===== config.mk =====
export PLATFORM = sky130hd
export DESIGN_NAME = diferential_cfg_loader
export DESIGN_NICKNAME = d
export VERILOG_FILES = /design/src/rtl/diferential_muxpga_pkg.sv /design/src/rtl/diferential_cfg_bank.sv /design/src/rtl/diferential_cfg_loader.sv
export SDC_FILE = /design/constraint.sdc
export NUM_CORES = 1
export LEC_CHECK = 0
export ABC_AREA = 1
export CORE_MARGIN = 5
export CORE_UTILIZATION = 35
export CTS_CLUSTER_SIZE = 24
export DETAILED_ROUTE_END_ITERATION = 10
export HOLD_SLACK_MARGIN = 0.08
export PLACE_DENSITY = 0.66
export SKIP_LAST_GASP = 1
export SLEW_MARGIN = 20
export SYNTH_ARGS = -nofsm -noshare
export SYNTH_HDL_FRONTEND = slang
export SYNTH_SLANG_ARGS = --single-unit

===== constraint.sdc =====
create_clock -name clk -period 1.4 [get_ports clk]
set_input_delay 0.21 -clock clk [delete_from_list [all_inputs] [get_ports clk]]
set_output_delay 0.21 -clock clk [all_outputs]
set_load 0.02 [all_outputs]

===== src/rtl/diferential_muxpga_pkg.sv =====
// Shared types and constants for the diferential_muxpga configuration path.
package diferential_muxpga_pkg;

  typedef enum logic [2:0] {
    IDLE,
    LOAD,
    CHECK,
    FRST,
    RUN,
    ERR
  } state_e;

  localparam int CELL_CFG_BITS = 8;

  // Field offsets within one cell's configuration byte.
  localparam int MUX1_LSB = 0;
  localparam int MUX2_LSB = 2;
  localparam int FN_LSB   = 4;

  function automatic int nib_count(input int cells, input int cfg_bits);
    return (cells * cfg_bits) / 4;
  endfunction

endpackage


===== src/rtl/diferential_cfg_bank.sv =====
// Shadow nibble bank plus active configuration register loaded on commit.
module diferential_cfg_bank #(
  parameter int N  = 18,
  parameter int CW = 5
) (
  input  logic            clk,
  input  logic            reset,
  input  logic            wr_en_i,
  input  logic [CW-1:0]   wr_idx_i,
  input  logic [3:0]      wr_nib_i,
  input  logic            commit_i,
  output logic [N*4-1:0]  active_o
);

  logic [N-1:0][3:0] shadow_q;
  logic [N*4-1:0]    active_q;

  always_ff @(posedge clk) begin
    if (reset) begin
      shadow_q <= '0;
      active_q <= '0;
    end else begin
      if (wr_en_i) shadow_q[wr_idx_i] <= wr_nib_i;
      if (commit_i) active_q <= shadow_q;
    end
  end

  assign active_o = active_q;

endmodule


===== src/rtl/diferential_cfg_loader.sv =====
// Nibble-serial configuration loader with XOR checksum, atomic commit and fabric reset sequencing.
// Optional readback stream enabled by DIFERENTIAL_CFG_READBACK_EN.
module diferential_cfg_loader
  import diferential_muxpga_pkg::*;
#(
  parameter int CELLS      = 9,
  parameter int CFG_BITS   = CELL_CFG_BITS,
  parameter int RST_CYCLES = 2
) (
  input  logic                      clk,
  input  logic                      reset,
  input  logic                      cfg_start,
  input  logic                      cfg_valid,
  input  logic [3:0]                cfg_nib,
  output logic [CELLS*CFG_BITS-1:0] cell_cfg,
  output logic                      fabric_en,
  output logic                      fabric_rst,
  output logic                      busy,
  output logic                      done,
  output logic                      err
`ifdef DIFERENTIAL_CFG_READBACK_EN
  ,
  input  logic                      rb_req,
  output logic                      rb_valid,
  output logic [3:0]                rb_nib
`endif
);

  localparam int N   = nib_count(CELLS, CFG_BITS);
  localparam int CW  = $clog2(N);
  localparam int RCW = (RST_CYCLES > 1) ? $clog2(RST_CYCLES) : 1;
  localparam logic [CW-1:0]  CNT_LAST  = CW'(N - 1);
  localparam logic [RCW-1:0] HOLD_INIT = RCW'(RST_CYCLES - 1);

  state_e         state_q, state_d;
  logic [CW-1:0]  cnt_q, cnt_d;
  logic [3:0]     csum_q, csum_d;
  logic [RCW-1:0] hold_q, hold_d;
  logic           cfg_ok_q, cfg_ok_d;
  logic           err_q, err_d;
  logic           done_q, done_d;
  logic           wr_en, commit, start_ok, rb_busy;

  diferential_cfg_bank #(.N(N), .CW(CW)) u_bank (
    .clk      (clk),
    .reset    (reset),
    .wr_en_i  (wr_en),
    .wr_idx_i (cnt_q),
    .wr_nib_i (cfg_nib),
    .commit_i (commit),
    .active_o (cell_cfg)
  );

`ifdef DIFERENTIAL_CFG_READBACK_EN
  localparam int RBW = $clog2(N + 1);
  localparam logic [RBW-1:0] RB_LAST = RBW'(N);

  logic [N-1:0][3:0] act_nibs;
  logic              rb_act_q, rb_act_d;
  logic [RBW-1:0]    rb_cnt_q, rb_cnt_d;
  logic [3:0]        rb_csum_q, rb_csum_d;
  logic [3:0]        rb_cur;

  assign act_nibs = cell_cfg;
  assign rb_cur   = act_nibs[rb_cnt_q[CW-1:0]];

  // Readback only starts from a quiescent state; a simultaneous cfg_start wins.
  always_comb begin
    rb_act_d  = rb_act_q;
    rb_cnt_d  = rb_cnt_q;
    rb_csum_d = rb_csum_q;
    if (rb_act_q) begin
      if (rb_cnt_q == RB_LAST) begin
        rb_act_d = 1'b0;
      end else begin
        rb_csum_d = rb_csum_q ^ rb_cur;
        rb_cnt_d  = rb_cnt_q + RBW'(1);
      end
    end else if (rb_req && !cfg_start &&
                 (state_q == IDLE || state_q == RUN || state_q == ERR)) begin
      rb_act_d  = 1'b1;
      rb_cnt_d  = '0;
      rb_csum_d = '0;
    end
  end

  always_ff @(posedge clk) begin
    if (reset) begin
      rb_act_q  <= 1'b0;
      rb_cnt_q  <= '0;
      rb_csum_q <= '0;
    end else begin
      rb_act_q  <= rb_act_d;
      rb_cnt_q  <= rb_cnt_d;
      rb_csum_q <= rb_csum_d;
    end
  end

  assign rb_valid = rb_act_q;
  assign rb_nib   = (rb_cnt_q == RB_LAST) ? rb_csum_q : rb_cur;
  assign rb_busy  = rb_act_q;
`else
  assign rb_busy  = 1'b0;
`endif

  assign start_ok = cfg_start && !rb_busy;

  always_comb begin
    state_d  = state_q;
    cnt_d    = cnt_q;
    csum_d   = csum_q;
    hold_d   = hold_q;
    cfg_ok_d = cfg_ok_q;
    err_d    = err_q;
    done_d   = 1'b0;
    wr_en    = 1'b0;
    commit   = 1'b0;
    if (start_ok) begin
      state_d = LOAD;
      cnt_d   = '0;
      csum_d  = '0;
    end else begin
      case (state_q)
        LOAD: begin
          if (cfg_valid) begin
            wr_en  = 1'b1;
            csum_d = csum_q ^ cfg_nib;
            cnt_d  = cnt_q + CW'(1);
            if (cnt_q == CNT_LAST) state_d = CHECK;
          end
        end
        CHECK: begin
          if (cfg_valid) begin
            if (cfg_nib == csum_q) begin
              commit   = 1'b1;
              cfg_ok_d = 1'b1;
              err_d    = 1'b0;
              hold_d   = HOLD_INIT;
              state_d  = FRST;
            end else begin
              err_d   = 1'b1;
              state_d = ERR;
            end
          end
        end
        FRST: begin
          if (hold_q == '0) begin
            state_d = RUN;
            done_d  = 1'b1;
          end else begin
            hold_d = hold_q - RCW'(1);
          end
        end
        default: ;
      endcase
    end
  end

  always_ff @(posedge clk) begin
    if (reset) begin
      state_q  <= IDLE;
      cnt_q    <= '0;
      csum_q   <= '0;
      hold_q   <= '0;
      cfg_ok_q <= 1'b0;
      err_q    <= 1'b0;
      done_q   <= 1'b0;
    end else begin
      state_q  <= state_d;
      cnt_q    <= cnt_d;
      csum_q   <= csum_d;
      hold_q   <= hold_d;
      cfg_ok_q <= cfg_ok_d;
      err_q    <= err_d;
      done_q   <= done_d;
    end
  end

  assign fabric_en  = cfg_ok_q && (state_q != FRST);
  assign fabric_rst = !cfg_ok_q || (state_q == FRST);
  assign busy       = (state_q == LOAD) || (state_q == CHECK) || (state_q == FRST) || rb_busy;
  assign done       = done_q;
  assign err        = err_q;

endmodule

# Word-level counts from Yosys, hierarchy flattened
# Cells that the tools add are included.
dict set report totals {
  input_bits 8
  regBits 160
  wordCells 89
}
dict set report classes {
  n_reduce_logical 17
  muxes 23
  addsub 2
  n_lt_le_gt_ge 2
  eq_ne 15
  bitwise_logic 3
}
# op count
set ops {}
lappend ops {{$bwmux 72} 1}
lappend ops {{$demux 4 s5} 1}
lappend ops {{$mux 3} 5}
lappend ops {{$mux 1} 13}
lappend ops {{$ne 3x3->1 const B} 4}
lappend ops {{$ne 2x2->1 const B} 5}
lappend ops {{$reduce_and 5->1} 2}
lappend ops {{$pmux 3 s3} 1}
lappend ops {{$reduce_and 4->1} 2}
lappend ops {{$eq 3x2->1 const B} 2}
lappend ops {{$lt 5x6->1 const B} 1}
lappend ops {{$add 5x1->5 const B} 1}
lappend ops {{$eq 5x5->1 const B} 1}
lappend ops {{$ge 5x1->1 const B} 1}
lappend ops {{$eq 4x4->1} 1}
lappend ops {{$mux 4} 1}
lappend ops {{$reduce_bool 4->1} 1}
lappend ops {{$xor 4x4->4} 1}
lappend ops {{$eq 3x1->1 const B} 1}
lappend ops {{$logic_or 1x1->1} 3}
lappend ops {{$ne 3x2->1 const B} 1}
lappend ops {{$reduce_and 3->1} 1}
lappend ops {{$reduce_bool 3->1} 1}
lappend ops {{$reduce_or 3->1} 1}
lappend ops {{other kinds (8)} 10}

# Depth between registers and ports, before layout
dict set report logic_depth {
  ltp_word 5
  mapped_depth 10
}

# Cells and area by module
# A second synthesis with hierarchy kept.
dict set report unflattened {
  cells_unflattened 851
  hier_area_um2 6073.3
}
# mod area_per_inst_um2 seq_area_each_um2 cells_each instances
set by_module_without_submodules {}
lappend by_module_without_submodules {diferential_cfg_bank 5251.3 2882.8 735 1}
lappend by_module_without_submodules {diferential_cfg_loader 822.0 320.3 116 1}

# Worst setup path after synthesis
# No wires, ideal clock.
dict set report synth_path {
  kind {reg-to-reg}
  from {register cnt_q[0]}
  to {register u_bank.shadow_q[60] (netlist name)}
  t_required_ps 1268
  stages_incl_launch_ff 8
  path_slack_ps 8
  path_buffers 1
  arrival_time_ps 1259
  path_cell_list {dfxtp_1 -> ha_1 -> clkbuf_1 -> inv_1 -> nor2_1 -> nand2_1 -> nand2_1 -> a21oi_1}
}
dict set report synth_between {
  elab_chain_cells 5
  word_cells_on_any_way 6
}
# item line
set synth_rtl {}
lappend synth_rtl {{start, declared} diferential_cfg_loader.sv:36} ;# logic [CW-1:0] cnt_q, cnt_d;
lappend synth_rtl {{start signal, assigned} diferential_cfg_loader.sv:170} ;# cnt_q <= cnt_d;
lappend synth_rtl {{$lt 5x6->1 (implied by the code) or $ge 5x1->1 (tied branches)} diferential_cfg_bank.sv:23} ;# if (wr_en_i) shadow_q[wr_idx_i] <= wr_nib_i;
lappend synth_rtl {{$logic_and 1x1->1 (implied by the code)} diferential_cfg_bank.sv:23}
lappend synth_rtl {{$mux 4 (implied by the code)} diferential_cfg_bank.sv:23}
lappend synth_rtl {{$demux 4 s5 *} -}
lappend synth_rtl {{$bwmux 72 *} diferential_cfg_bank.sv:23}
lappend synth_rtl {{end signal, assigned by index} diferential_cfg_bank.sv:23}
lappend synth_rtl {{end, declared} diferential_cfg_bank.sv:15} ;# logic [N-1:0][3:0] shadow_q;
# Every way passes the cells marked *; elsewhere a longest branch is shown, timed or not.
# A chain may end at the register's enable or synchronous reset.

# Worst setup path after layout
dict set report layout_path {
  from {register state_q[2]}
  to {register u_bank.shadow_q[10] (netlist name)}
}
dict set report layout_between {
  elab_chain_cells 3
}
# item line
set layout_rtl {}
lappend layout_rtl {{start, declared} diferential_cfg_loader.sv:35} ;# state_e state_q, state_d;
lappend layout_rtl {{start signal, assigned} diferential_cfg_loader.sv:169} ;# state_q <= state_d;
lappend layout_rtl {{$eq 3x1->1} diferential_cfg_loader.sv:123} ;# case (state_q)
lappend layout_rtl {{$mux 1} diferential_cfg_loader.sv:123}
lappend layout_rtl {{$mux 1} diferential_cfg_loader.sv:118} ;# if (start_ok) begin
# No other way between the ends.

==> results.cfg <==
[run_status]
status = finished, violations left
failed_checks = setup timing

[route]
drt-pass1-iter-count = 5
drcViolationCount = 0
post_drt_wl_per_cell_um = 15.94
highest_routed_layer = met4
met2WireLength_um = 8874
drt-met1-wl_um = 8196
antenna_violation_net_count_after_detailed_routing = 0
drt-vias-per-instance = 5.188
wirelength_um = 18440
drt_iter0_markers = 496
vias = 6003
wl_met3_um = 1024

[placed_design]
detailedPlacementHpwl_um = 10970
buffer_ports.inserted = 84
dp_slack_ns = -0.4776
gp_routability_congestion = 0.8194
placed_area_mm2 = 0.007719

[layout]
final_cell_area_mm2 = 0.008932
layout-area-overhead-vs-synth_pct = 39.11
fillerInstances = 1723
finish.utilization_pct = 49.56
antennaDiodeCount = 0
final_layout_size_suffix_gt1_share_pct = 20.04
multiInputGateArea_mm2 = 0.002965
ff_latch_area_mm2 = 0.003212
num-nets-final = 927

[timing]
final_min_period_over_clock_period_pct = 112.3
setup_viol = 139
rsz0062_at_grt = yes
hold_vio_cnt_final = 0
finalWorstSetupSlack_ns = -0.1719
final-max-slew-violation-count = 0
timing.clock.skew_ns = 0.008967
hold-worst-slack_ns = 0.2523
final.min_clock_period_ns = 1.572
clock.fmax_mhz = 636.2
maxSlewHeadroom_pct = 75.69
worstMarginPinSlew_ns = 0.3642

[hold_path]
timing.hold.worst_endpoint = state_q[2]
hp-class = input port to register
hold_start = reset
min_path_cells = 4

[job]
max_cap_viol_count = 0

[logic_synthesis]
synth_top_cell_area_share_pct = 49.88
yosys-top-cells-area = sky130_fd_sc_hd__dfxtp_1 50%, sky130_fd_sc_hd__a21oi_1 9.6%, sky130_fd_sc_hd__nand4_1 9.5%
ys_types = 24
mappedNetlistNets = 818
synth_area_per_cell_um2 = 7.967
synth_async_sr_flop_share_pct = 0
sequential_share_of_the_synthesized_area_pct = 49.88
post_synth_instance_area_mm2 = 0.006421
post_synthesis_cells = 806
most_frequent_cell_after_synthesis = sky130_fd_sc_hd__dfxtp_1
synth_largest_area_cell = sky130_fd_sc_hd__dfxtp_1
ys_warn_count = 0
synth.cells.most_frequent = 160 x sky130_fd_sc_hd__dfxtp_1, 134 x sky130_fd_sc_hd__nand2_1, 123 x sky130_fd_sc_hd__a21oi_1, 98 x sky130_fd_sc_hd__nand4_1, 56 x sky130_fd_sc_hd__nor2_1
count_of_flip_flops_with_a_built_in_enable_after_synthesis = 0
synth.ff_latch_count = 160
dominant_register_cell_in_the_synthesized_netlist = sky130_fd_sc_hd__dfxtp_1

[grt]
grt_first_pass_wirelength_um = 30000
grt_overflow = 0
antenna_found_initial = 0
grt_start_max_net_pins = 74
grt.total_usage_pct = 16.91
grt_pass1_vias = 5909

[power]
clock_power_share_pct = 49.7
pwr_cell_area_mw_per_mm2 = 1167
net-switching-power_w = 0.002326
vdd.ir_drop.worst_v = 0.0007951
internal_power_w = 0.008102
power.combinational.fraction_pct = 6.3
power.sequential.fraction_pct = 43.9
p_sw_share_pct = 22.30
static-leakage-power_nw = 3.562

[worst_setup_path]
worstRegToRegCells = 9
worstSetupStartpointType = register
worstSetupEndpointType = register
cp.required_ns = 1.72
worst_r2r_start = state_q[2]
worstSetupStartpoint = state_q[2]
crit_type = register to register
critPathMaxFanout = 7
worst_r2r_endpoint = u_bank.shadow_q[10]
r2r_setup_slack_ns = -0.17
worst-endpoint-arrival_ns = 1.89

[floorplan]
floorplan.core_area_mm2 = 0.01802
initial_core_utilization_pct = 35.62
boundaryPins = 85
die_width_um = 145.5
die_height_um = 145.5
die_ar_mm2 = 0.02116
num_rows = 49

[clock_network]
clock_insertion_delay_worst_skew_ns = 0.43
total_clock_sinks = 160
ctsLongestPathBuffers = 2
cts_buffers = 17
tritoncts = yes
clkTransAtPathRegs_ns = 0.06
cts_max_level = 4
clock_tree_root = sky130_fd_sc_hd__clkbuf_16
-- cell families (layout without fill, tap and decap cells) --
| group | count (synthesis) | count (layout) | share of synthesized area [%] |
|---|---|---|---|
| compound gates | 177 | 177 | 13.91 |
| buf+inv | 115 | 235 | 9.061 |
| flops | 160 | 160 | 49.88 |
| fa+ha+maj | 4 | 4 | 0.7795 |
| simple gates | 350 | 352 | 26.36 |
-- sequential cells by signal (all words and copies together), names as in the netlist --
register         cells
csum_q               4
u_bank.active_o     72
cnt_q                5
hold_q               1
err                  1
cfg_ok_q             1
u_bank.shadow_q     72
done                 1
state_q              3
-- timing repair --
item / CTS / global route
pin swaps: 4 / 7
setup endpoints to repair: 221 / 164
gates resized for setup: 133 / 59
setup buffers: 12 / 3
hold buffers: 0 / 0
gates cloned: 7 / 2
-- worst max-delay path, stage by stage, from the launching register on --
cell	delay, ns
sky130_fd_sc_hd__dfxtp_2	0.33
sky130_fd_sc_hd__inv_4	0.08
sky130_fd_sc_hd__nand2_2	0.09
sky130_fd_sc_hd__nor2_4	0.15
sky130_fd_sc_hd__nand2_4	0.08
sky130_fd_sc_hd__clkinvlp_4	0.21
sky130_fd_sc_hd__buf_4	0.17
sky130_fd_sc_hd__nand2_4	0.09
sky130_fd_sc_hd__nor3_4	0.19
sky130_fd_sc_hd__nor2_1	0.07
-- worst max path at each step --
| stage | to | slack [ns] | cells after the start |
|---|---|---|---|
| floorplan | u_bank.shadow_q[60] | 0.008 | 7 |
| global placement | state_q[2] | -0.44 | 11 |
| detailed placement | u_bank.shadow_q[23] | -0.48 | 9 |
| CTS | fabric_rst | -0.16 | 5 |
| global route | u_bank.active_o[16] | -0.23 | 9 |
| finish | u_bank.shadow_q[10] | -0.17 | 9 |
-- metal layers --
| metal | up-vias | global-route usage [%] |
|---|---|---|
| met4 | 0 | 6.297 |
| met1 | 2805 | 21.62 |
| met3 | 29 | 4.298 |
| met5 | - | 0 |
| met2 | 170 | 27.61 |
| li1 | 2999 | - |
-- area by class of cell --
cell class              count  share of cell area [%]
flip-flops and latches    160                   35.96
inverters                  44                   1.947
clock buffers              21                   5.155
repair buffers            158                   18.20
clock inverters            11                   2.255
multi-input cells         533                   33.20
well taps                 229                   3.208
repair inverters            1                 0.08405
-- metrics by stage --
step | TNS [ns] | instances | total power, W
2_1_floorplan | 0 | 806 | 0.005011
3_3_place_gp | -61.50 | 1102 | 0.005196
3_5_place_dp | -64.96 | 1102 | 0.005202
4_1_cts | -13.18 | 1153 | 0.01046
5_1_grt | -23.46 | 1157 | 0.01076
6_report | -8.112 | 1157 | 0.01043
-- layout by cell type (no fill, tap or decap), drive strengths merged --
cell type      instances
a211oi                 2
a21oi                123
buf                   74
bufbuf                 2
bufinv                 5
clkbuf                23
clkdlybuf4s50          5
clkinv                 4
clkinvlp               3
dfxtp                160
dlygate4sd2           75
ha                     4
inv                   44
nand2                139
nand3                 21
nand4                 98
nor2                  59
nor3                  34
nor3b                  1
o211ai                 1
o21ai                 51
-- power groups by stage --
| stage | clock, W | combinational, W | sequential [W] |
|---|---|---|---|
| finish | 0.00518 | 0.000660 | 0.00458 |
| global route | 0.00547 | 0.000710 | 0.00458 |
| CTS | 0.00526 | 0.000620 | 0.00458 |
| detailed placement | 0 | 0.000522 | 0.00468 |
| global placement | 0 | 0.000515 | 0.00468 |
| floorplan | 0 | 0.000332 | 0.00468 |
Note: power is estimated with default switching activity, not from simulation.
